`src/rtl/coproc_pkg.sv`:
```
`default_nettype none
// +----------------------------------------------------------------------+
// | coproc_pkg : opcodes, enable-bit indices and FSM state type shared    |
// |              by the vector coprocessor front end.   Rev 1.0           |
// +----------------------------------------------------------------------+
package coproc_pkg;

   localparam int EN_WIDTH = 6;

   localparam logic [7:0] OP_WRITE_A = 8'h01;
   localparam logic [7:0] OP_WRITE_B = 8'h02;
   localparam logic [7:0] OP_READ_A  = 8'h03;
   localparam logic [7:0] OP_READ_B  = 8'h04;
   localparam logic [7:0] OP_SUM     = 8'h05;
   localparam logic [7:0] OP_AVG     = 8'h06;
   localparam logic [7:0] OP_MAN     = 8'h07;
   localparam logic [7:0] OP_EUC     = 8'h08;

   localparam int EN_READ_A = 0;
   localparam int EN_READ_B = 1;
   localparam int EN_SUM    = 2;
   localparam int EN_EUC    = 3;
   localparam int EN_AVG    = 4;
   localparam int EN_MAN    = 5;

   typedef enum logic [1:0] {
      ST_IDLE       = 2'd0,
      ST_WRITE_DATA = 2'd1,
      ST_ISSUE      = 2'd2,
      ST_WAIT_SENT  = 2'd3
   } state_t;

endpackage
`default_nettype wire

```
`src/rtl/payload_counter.sv`:
```
`default_nettype none
// +----------------------------------------------------------------------+
// | payload_counter : payload address counter plus inter-byte idle timer. |
// | Rev 1.0                                                               |
// +----------------------------------------------------------------------+
module payload_counter #(
   parameter int N_ELEMENTS     = 1024,
   parameter int ADDR_WIDTH     = $clog2(N_ELEMENTS),
   parameter int TIMEOUT_CYCLES = 100_000_000
) (
   input  logic                  clk,
   input  logic                  reset,
   input  logic                  i_clear,
   input  logic                  i_inc,
   input  logic                  i_tick,
   output logic [ADDR_WIDTH-1:0] o_addr,
   output logic                  o_last,
   output logic                  o_timeout
);

   localparam int TW = $clog2(TIMEOUT_CYCLES + 1);

   // One spare address bit so N_ELEMENTS itself is representable.
   logic [ADDR_WIDTH:0] r_addr;
   logic [TW-1:0]       r_tcnt;

   always_ff @(posedge clk) begin
      if (!reset) begin
         r_addr <= '0;
         r_tcnt <= '0;
      end else if (i_clear) begin
         r_addr <= '0;
         r_tcnt <= '0;
      end else if (i_inc) begin
         r_addr <= r_addr + (ADDR_WIDTH+1)'(1);
         r_tcnt <= '0;
      end else if (i_tick) begin
         r_tcnt <= r_tcnt + TW'(1);
      end
   end

   assign o_addr    = r_addr[ADDR_WIDTH-1:0];
   assign o_last    = (r_addr == (ADDR_WIDTH+1)'(N_ELEMENTS - 1));
   assign o_timeout = (r_tcnt == TW'(TIMEOUT_CYCLES - 1));

endmodule
`default_nettype wire

```
`src/rtl/input_interface.sv`:
```
`default_nettype none
// +----------------------------------------------------------------------+
// | input_interface : host command decoder and vector payload writer.     |
// | Rev 1.0                                                               |
// +----------------------------------------------------------------------+
module input_interface
   import coproc_pkg::*;
#(
   parameter int N_ELEMENTS     = 1024,
   parameter int ADDR_WIDTH     = $clog2(N_ELEMENTS),
   parameter int TIMEOUT_CYCLES = 100_000_000
) (
   input  logic                  clk,
   input  logic                  reset,
   input  logic [7:0]            rx_data,
   input  logic                  rx_ready,
   input  logic                  tx_sent,
   output logic                  wr_en_a,
   output logic                  wr_en_b,
   output logic [ADDR_WIDTH-1:0] wr_addr,
   output logic [7:0]            wr_data,
   output logic [EN_WIDTH-1:0]   enables_out,
   output logic                  begin_transmission,
   output logic                  write_done,
   output logic                  cmd_error
);

   state_t                r_state;
   logic                  r_target_b;
   logic                  w_is_write;
   logic                  w_is_op;
   logic [EN_WIDTH-1:0]   w_enables;
   logic                  w_clear;
   logic                  w_inc;
   logic                  w_tick;
   logic [ADDR_WIDTH-1:0] w_addr;
   logic                  w_last;
   logic                  w_timeout;

   always_comb begin
      w_is_write = 1'b0;
      w_is_op    = 1'b1;
      w_enables  = '0;
      case (rx_data)
         OP_WRITE_A, OP_WRITE_B: begin
            w_is_write = 1'b1;
            w_is_op    = 1'b0;
         end
         OP_READ_A: w_enables[EN_READ_A] = 1'b1;
         OP_READ_B: w_enables[EN_READ_B] = 1'b1;
         OP_SUM:    w_enables[EN_SUM]    = 1'b1;
         OP_EUC:    w_enables[EN_EUC]    = 1'b1;
         OP_AVG:    w_enables[EN_AVG]    = 1'b1;
         OP_MAN:    w_enables[EN_MAN]    = 1'b1;
         default:   w_is_op = 1'b0;
      endcase
   end

   assign w_clear = (r_state == ST_IDLE) && rx_ready && w_is_write;
   assign w_inc   = (r_state == ST_WRITE_DATA) && rx_ready;
   assign w_tick  = (r_state == ST_WRITE_DATA) && !rx_ready;

   payload_counter #(
      .N_ELEMENTS     (N_ELEMENTS),
      .ADDR_WIDTH     (ADDR_WIDTH),
      .TIMEOUT_CYCLES (TIMEOUT_CYCLES)
   ) u_payload_counter (
      .clk       (clk),
      .reset     (reset),
      .i_clear   (w_clear),
      .i_inc     (w_inc),
      .i_tick    (w_tick),
      .o_addr    (w_addr),
      .o_last    (w_last),
      .o_timeout (w_timeout)
   );

   always_ff @(posedge clk) begin
      if (!reset) begin
         r_state            <= ST_IDLE;
         r_target_b         <= 1'b0;
         wr_en_a            <= 1'b0;
         wr_en_b            <= 1'b0;
         wr_addr            <= '0;
         wr_data            <= '0;
         enables_out        <= '0;
         begin_transmission <= 1'b0;
         write_done         <= 1'b0;
         cmd_error          <= 1'b0;
      end else begin
         wr_en_a            <= 1'b0;
         wr_en_b            <= 1'b0;
         begin_transmission <= 1'b0;
         write_done         <= 1'b0;
         cmd_error          <= 1'b0;
         case (r_state)
            ST_IDLE: begin
               if (rx_ready) begin
                  if (w_is_write) begin
                     r_target_b <= (rx_data == OP_WRITE_B);
                     r_state    <= ST_WRITE_DATA;
                  end else if (w_is_op) begin
                     enables_out <= w_enables;
                     r_state     <= ST_ISSUE;
                  end else begin
                     cmd_error <= 1'b1;
                  end
               end
            end
            // A byte arriving on the expiry cycle wins over the timeout.
            ST_WRITE_DATA: begin
               if (rx_ready) begin
                  wr_data <= rx_data;
                  wr_addr <= w_addr;
                  wr_en_a <= !r_target_b;
                  wr_en_b <= r_target_b;
                  if (w_last) begin
                     write_done <= 1'b1;
                     r_state    <= ST_IDLE;
                  end
               end else if (w_timeout) begin
                  cmd_error <= 1'b1;
                  r_state   <= ST_IDLE;
               end
            end
            ST_ISSUE: begin
               begin_transmission <= 1'b1;
               r_state            <= ST_WAIT_SENT;
            end
            ST_WAIT_SENT: begin
               if (rx_ready) begin
                  cmd_error <= 1'b1;
               end
               if (tx_sent) begin
                  enables_out <= '0;
                  r_state     <= ST_IDLE;
               end
            end
            default: r_state <= ST_IDLE;
         endcase
      end
   end

endmodule
`default_nettype wire
```
`config.mk`:
```
export PLATFORM = sky130hd
export DESIGN_NAME = input_interface
export DESIGN_NICKNAME = d
export VERILOG_FILES = /design/src/rtl/coproc_pkg.sv /design/src/rtl/payload_counter.sv /design/src/rtl/input_interface.sv
export SDC_FILE = /design/constraint.sdc
export NUM_CORES = 1
export LEC_CHECK = 0
export CORE_ASPECT_RATIO = 2
export CORE_MARGIN = 1
export CORE_UTILIZATION = 35
export CTS_BUF_LIST = sky130_fd_sc_hd__clkbuf_2
export DETAILED_ROUTE_END_ITERATION = 10
export PLACE_DENSITY = 0.62
export SLEW_MARGIN = 20
export SYNTH_ARGS = -nofsm -noshare
export SYNTH_HDL_FRONTEND = slang
export SYNTH_SLANG_ARGS = --single-unit
```
`constraint.sdc`:
```
create_clock -name clk -period 2 [get_ports clk]
set_clock_uncertainty 0.15 [all_clocks]
set_input_delay 0.2 -clock clk [delete_from_list [all_inputs] [get_ports clk]]
set_output_delay 0.2 -clock clk [all_outputs]
set_load 0.05 [all_outputs]
```
; ---- Word-level counts from Yosys, hierarchy flattened
; Index checks and enable logic that the tools add are counted.
[word_totals]
reg_bits = 70
input_bits = 12
wordCells = 82
[classes]
add_sub_neg = 2
eq_ne = 20
mux = 30
bitwise = 1
n_reduce_logical = 17
[op_table]
columns = cell, count
row1 = $eq A8 B3 Y1 const B, 4
row2 = $add A27 B1 Y27 const B, 1
row3 = $eq A27 B27 Y1 const B, 1
row4 = $mux W6, 4
row5 = $eq A8 B2 Y1 const B, 2
row6 = $mux W1, 16
row7 = $mux W2, 7
row8 = $pmux W6 S2, 1
row9 = $add A11 B1 Y11 const B, 1
row10 = $eq A11 B10 Y1 const B, 1
row11 = $reduce_and A5 Y1, 2
row12 = $eq A8 B1 Y1 const B, 1
row13 = $eq A8 B4 Y1 const B, 1
row14 = $ne A2 B2 Y1 const B, 4
row15 = $pmux W2 S4, 1
row16 = $ne A3 B2 Y1 const B, 2
row17 = $reduce_and A3 Y1, 2
row18 = $reduce_or A6 Y1, 1
row19 = $eq A2 B2 Y1 const B, 2
row20 = $logic_and A1 B1 Y1, 4
row21 = $reduce_or A2 Y1, 2
row22 = $ne A3 B3 Y1 const B, 1
row23 = $pmux W1 S3, 1
row24 = $reduce_or A3 Y1, 1
row25 = 6 further kinds, 7

; ---- Logic depth before layout (Yosys ltp)
; Gate-level depths: netlist of run 1.
[logic_depth]
ltp_word = 7
mapped_depth = 7
ltp_nobuf = 5

; ---- By module
; From an unflattened synthesis of run 1, not the netlist that was laid out.
[hier_totals]
cells_unflattened = 381
hier_area_um2 = 3191.8
[by_module_without_submodules]
columns = mod, n_inst, cells_each, area_each_um2, seq_area_each_um2
row1 = payload_counter, 1, 218, 1839.3, 760.7
row2 = input_interface, 1, 163, 1352.5, 640.6

; ---- Worst setup path after synthesis of run 1
; No wires, ideal clock.
[synth_timing]
path_type = reg-to-reg
startpoint = register r_state[0]
endpoint = register u_payload_counter.r_tcnt[26]
setup_time_ns = 0.070
t_arrival_ns = 1.888
t_required_ns = 1.780
path_slack_ns = -0.108
stages_incl_launch_ff = 5
path_buffers = 0
synth_period_minus_slack_ns = 2.108
path_cell_list = dfxtp_1 -> or3b_4 -> or4_4 -> or4_1 -> a21oi_1
[synth_between]
elab_chain_cells = 4
word_cells_on_any_way = 7
classes_between = eq/ne (1) / reduce/logical (6)
[synth_lines]
columns = item, line
row1 = start: declaration, input_interface.sv:28  ; state_t r_state;
row2 = start signal: assignment, input_interface.sv:80  ; r_state <= ST_IDLE;
row3 = start signal: assignment, input_interface.sv:101  ; r_state <= ST_WRITE_DATA;
row4 = start signal: assignment, input_interface.sv:104  ; r_state <= ST_ISSUE;
row5 = $logic_not A2 Y1, input_interface.sv:59  ; assign w_clear = (r_state == ST_IDLE) && rx_ready && w_is_write;
row6 = $logic_and A1 B1 Y1 (2 in a row), input_interface.sv:59
row7 = $reduce_or A3 Y1 (no line), --
row8 = end signal: assignment, payload_counter.sv:38  ; r_tcnt <= r_tcnt + TW'(1);
row9 = end: declaration, payload_counter.sv:25  ; logic [TW-1:0] r_tcnt;
; Several ways; a longest one is shown, not always the timed one.
; A chain may end at the register's enable or synchronous reset.

; ---- Worst setup path after layout of run 1
; Same ends and word-level chain as after synthesis.

==> impl_metrics.yaml, run 1 <==
pwr:
  leakagePower_nw: 1.60
  powerDensity_nw_per_um2: 632
  ir_drop_v: 0.000315
  finalPower_mw: 2.59
place:
  pre_cts_slack_ps: -357
  hpwlAfterDp_mm: 6.18
  port_buffers: 40
  gp_congestion: 0.889
  dp_cells: 543
  post_dp_cell_area_um2: 3930
grt:
  grt_max_degree: 27
  gr-usage-all-layers_pct: 19.3
  antenna_found_initial: 0
  grt_pass1_wl_mm: 13.3
  grt.overflow.total: 0
  grt_pass1_vias: 3001
clock_tree:
  clk_pin_slew_ps: 220
  clk_latency_ps: 540
  ctsRootBufferMaster: "clkbuf_2"
  cts_buffer_depth: 2
  cts_sinks: 70
  cts_buffers: 9
  cts_tree: "yes"
  cts_max_level: 3
finish:
  num-fill-cells: 883
  nNetsFinal: 468
  syn_to_final_growth_pct: 31.3
  final_area_um2: 4090
  antenna_cells: 0
  stdcell_count: 559
  final_util_pct: 47.3
  drive_gt1_share_pct: 17.9
yosys:
  syn_area_um2: 3120
  ys_warn_count: 0
  synth_edf_count: 0
  synth.distinct_cells: 43
  ys_seq_elements: 70
  ys_seq_area_share_pct: 44.9
  async_flop_share_pct: 0
  ys_dominant_reg_cell: "dfxtp_1"
  avgSynthCellArea_um2: 8.29
  mappedNetlistNets: 390
  netlist_instances: 376
timing:
  relSlewSlack_pct: 66.7
  finalSetupTns_ps: -89.6
  fin_crit_sh_pct: 104
  setup_viol: 1
  setup_slack_ps: -89.6
  fmax_mhz: 479
  period_minus_slack_ps: 2090
  slew_viol_final: 0
  rsz0062_at_grt: "true"
  hold_violations: 0
  whs_ps: 119
  tightest_slew_ps: 502
critical_path:
  timing.rr.start: "r_state[0]"
  reg2reg_depth: 4
  path_max_fanout: 4
  rrSetupSlack_ps: -90
  arrival_ps: 2400
  endpoint_kind: "flop"
  critPathLaunch: "r_state[0]"
  r2r-end: "u_payload_counter.r_tcnt[26]"
  critPathKind: "flop to flop"
  cp.required_ps: 2310
  startpoint_type: "flop"
detailed_routing:
  route.detailed.drc: 0
  totalWireLength_mm: 8.27
  vias: 3024
  drtIter0Drc: 162
  drtAntennaViolNets: 0
  wl_per_cell_um: 14.8
  first_pass_iters: 4
  post_drt_via_cell_ratio: 5.41
floorplan:
  io_pins: 41
  start_util_pct: 36.1
  dieArea_um2: 9310
  std_cell_rows: 48
  core_area_um2: 8650
  die_w_um: 68.7
  fp.dieH_um: 135
min_path:
  min_path_type: "input pin to flop"
  worst_hold_path.endpoint: "wr_data[5]"
  min-delay-start: "rx_data[5]"
  hold_depth: 3
run:
  drv_cap: 0
outcome:
  run_status: "complete, but fails checks"
  violations: "setup timing"
==> cells in the mapped netlist, types with 2 or more instances <==
cell type  count  area (um2)
dfxtp_1       70        1400
nand2_1       63         236
a21oi_1       41         205
nor2_1        27         101
clkbuf_1      19        71.3
nand4_1       18         113
nand3_1       14        70.1
xor2_1        12         105
o21ai_0       11        55.1
or4_1         10        75.1
o31ai_1        9        67.6
or3_1          8        50.1
xnor2_1        8        70.1
and3_1         7        43.8
mux2i_1        6        60.1
and4_1         5        43.8
inv_1          5        18.8
nor3_1         5        25.0
nand2b_1       4        25.0
nor3b_1        3        22.5
nor4_1         3        18.8
and2_1         2        12.5
buf_2          2        10.0
ha_1           2        25.0
nor2b_1        2        12.5
nor4b_1        2        17.5
or2_2          2        12.5
==> layer usage <==
metal	part of all wire (%)	wire length, um	up-vias	GRT usage, %
li1	-	-	1498	-
met1	35	2920	1420	17.9
met2	55	4580	76	35.0
met3	4.1	342	30	4.21
met4	5.2	427	0	13.7
met5	0	0	-	0
==> worst max-delay path, cell delays in order (launching register included) <==
cell and delay (ps):
dfxtp_2 380, or3b_4 380, or4_4 540, or4_4 440, a21oi_2 130
==> report_power, final <==
| group | leakage, nW | switching (mW) | internal, mW |
|---|---|---|---|
| Clock | 0.0832 | 0.514 | 0.529 |
| Sequential | 0.566 | 0.00201 | 1.40 |
| Combinational | 0.946 | 0.0800 | 0.0595 |
==> cell type report <==
class / count / area [um2] / area share (%)
multi-input combinational: 279 / 1640 / 40.0
sequential: 70 / 1410 / 34.4
clock inverter: 7 / 113 / 2.75
inverter: 5 / 18.8 / 0.459
timing repair buffer: 89 / 744 / 18.2
clock buffer: 9 / 45.0 / 1.10
tap: 100 / 125 / 3.06
==> timing repair <==
action,4_1_cts,5_1_grt
buffers inserted,0,0
endpoints found under the hold margin,0,0
pin swaps,0,1
gates resized for setup,31,10
hold buffers,0,0
gates cloned,0,0
setup endpoints to repair,31,9
==> layout by cell type (no fill, tap or decap), types with 3 or more instances in the layout <==
master,Yosys,final
a21oi_1,41,39
o21ai_0,11,11
xor2_1,12,12
clkdlybuf4s50_1,0,11
bufinv_16,0,3
nand2b_1,4,4
or3_1,8,8
dfxtp_2,0,5
dfxtp_1,70,65
and3_1,7,6
o31ai_1,9,9
buf_4,0,48
xnor2_1,8,8
nor3_1,5,5
and4_1,5,5
mux2i_1,6,6
nand2_1,63,63
clkbuf_2,0,9
nand3_1,14,12
dlygate4sd2_1,0,29
inv_1,5,5
or4_1,10,9
nor2_1,27,27
nor4_1,3,3
nand4_1,18,18
==> worst max path at each step <==
stage | depth (start not counted) | slack (ps) | end
floorplan | 4 | 30 | u_payload_counter.r_tcnt[26]
global placement | 5 | -300 | u_payload_counter.r_tcnt[26]
finish | 4 | -90 | u_payload_counter.r_tcnt[26]
global route | 4 | -130 | u_payload_counter.r_tcnt[26]
CTS | 4 | -60 | u_payload_counter.r_tcnt[26]
detailed placement | 5 | -360 | u_payload_counter.r_tcnt[26]
==> flip-flops by register name, indices dropped and copies added, names as in the netlist <==
signal / count
u_payload_counter.r_tcnt: 27
u_payload_counter.r_addr: 11
wr_addr: 10
cmd_error: 1
begin_transmission: 1
wr_en_b: 1
r_state: 2
r_target_b: 1
wr_en_a: 1
enables_out: 6
write_done: 1
wr_data: 8
==> cell families (layout without fill, tap and decap cells) <==
logic type	count (synthesis)	count (layout)	synth area share (%)
buffers and inverters	27	110	3.57
flip-flops	70	70	44.9
XOR/XNOR	20	20	5.62
multiplexers	6	6	1.93
AND/OR/NAND/NOR	182	182	30.5
adder cells (fa/ha/maj)	2	2	0.802
AO/OA/AOI/OAI	69	69	12.7
Note: power is estimated with default switching activity, not from simulation.
==> run 2: changes to the inputs <==
- CAP_MARGIN: unset -> 20
==> results of run 2 <==
Same layout as run 1: the final DEF is identical, and so are final timing and power.
==> run 3: changes to the inputs <==
- CAP_MARGIN: 20 -> 15
==> results of run 3 <==
Same layout as run 1: the final DEF is identical, and so are final timing and power.
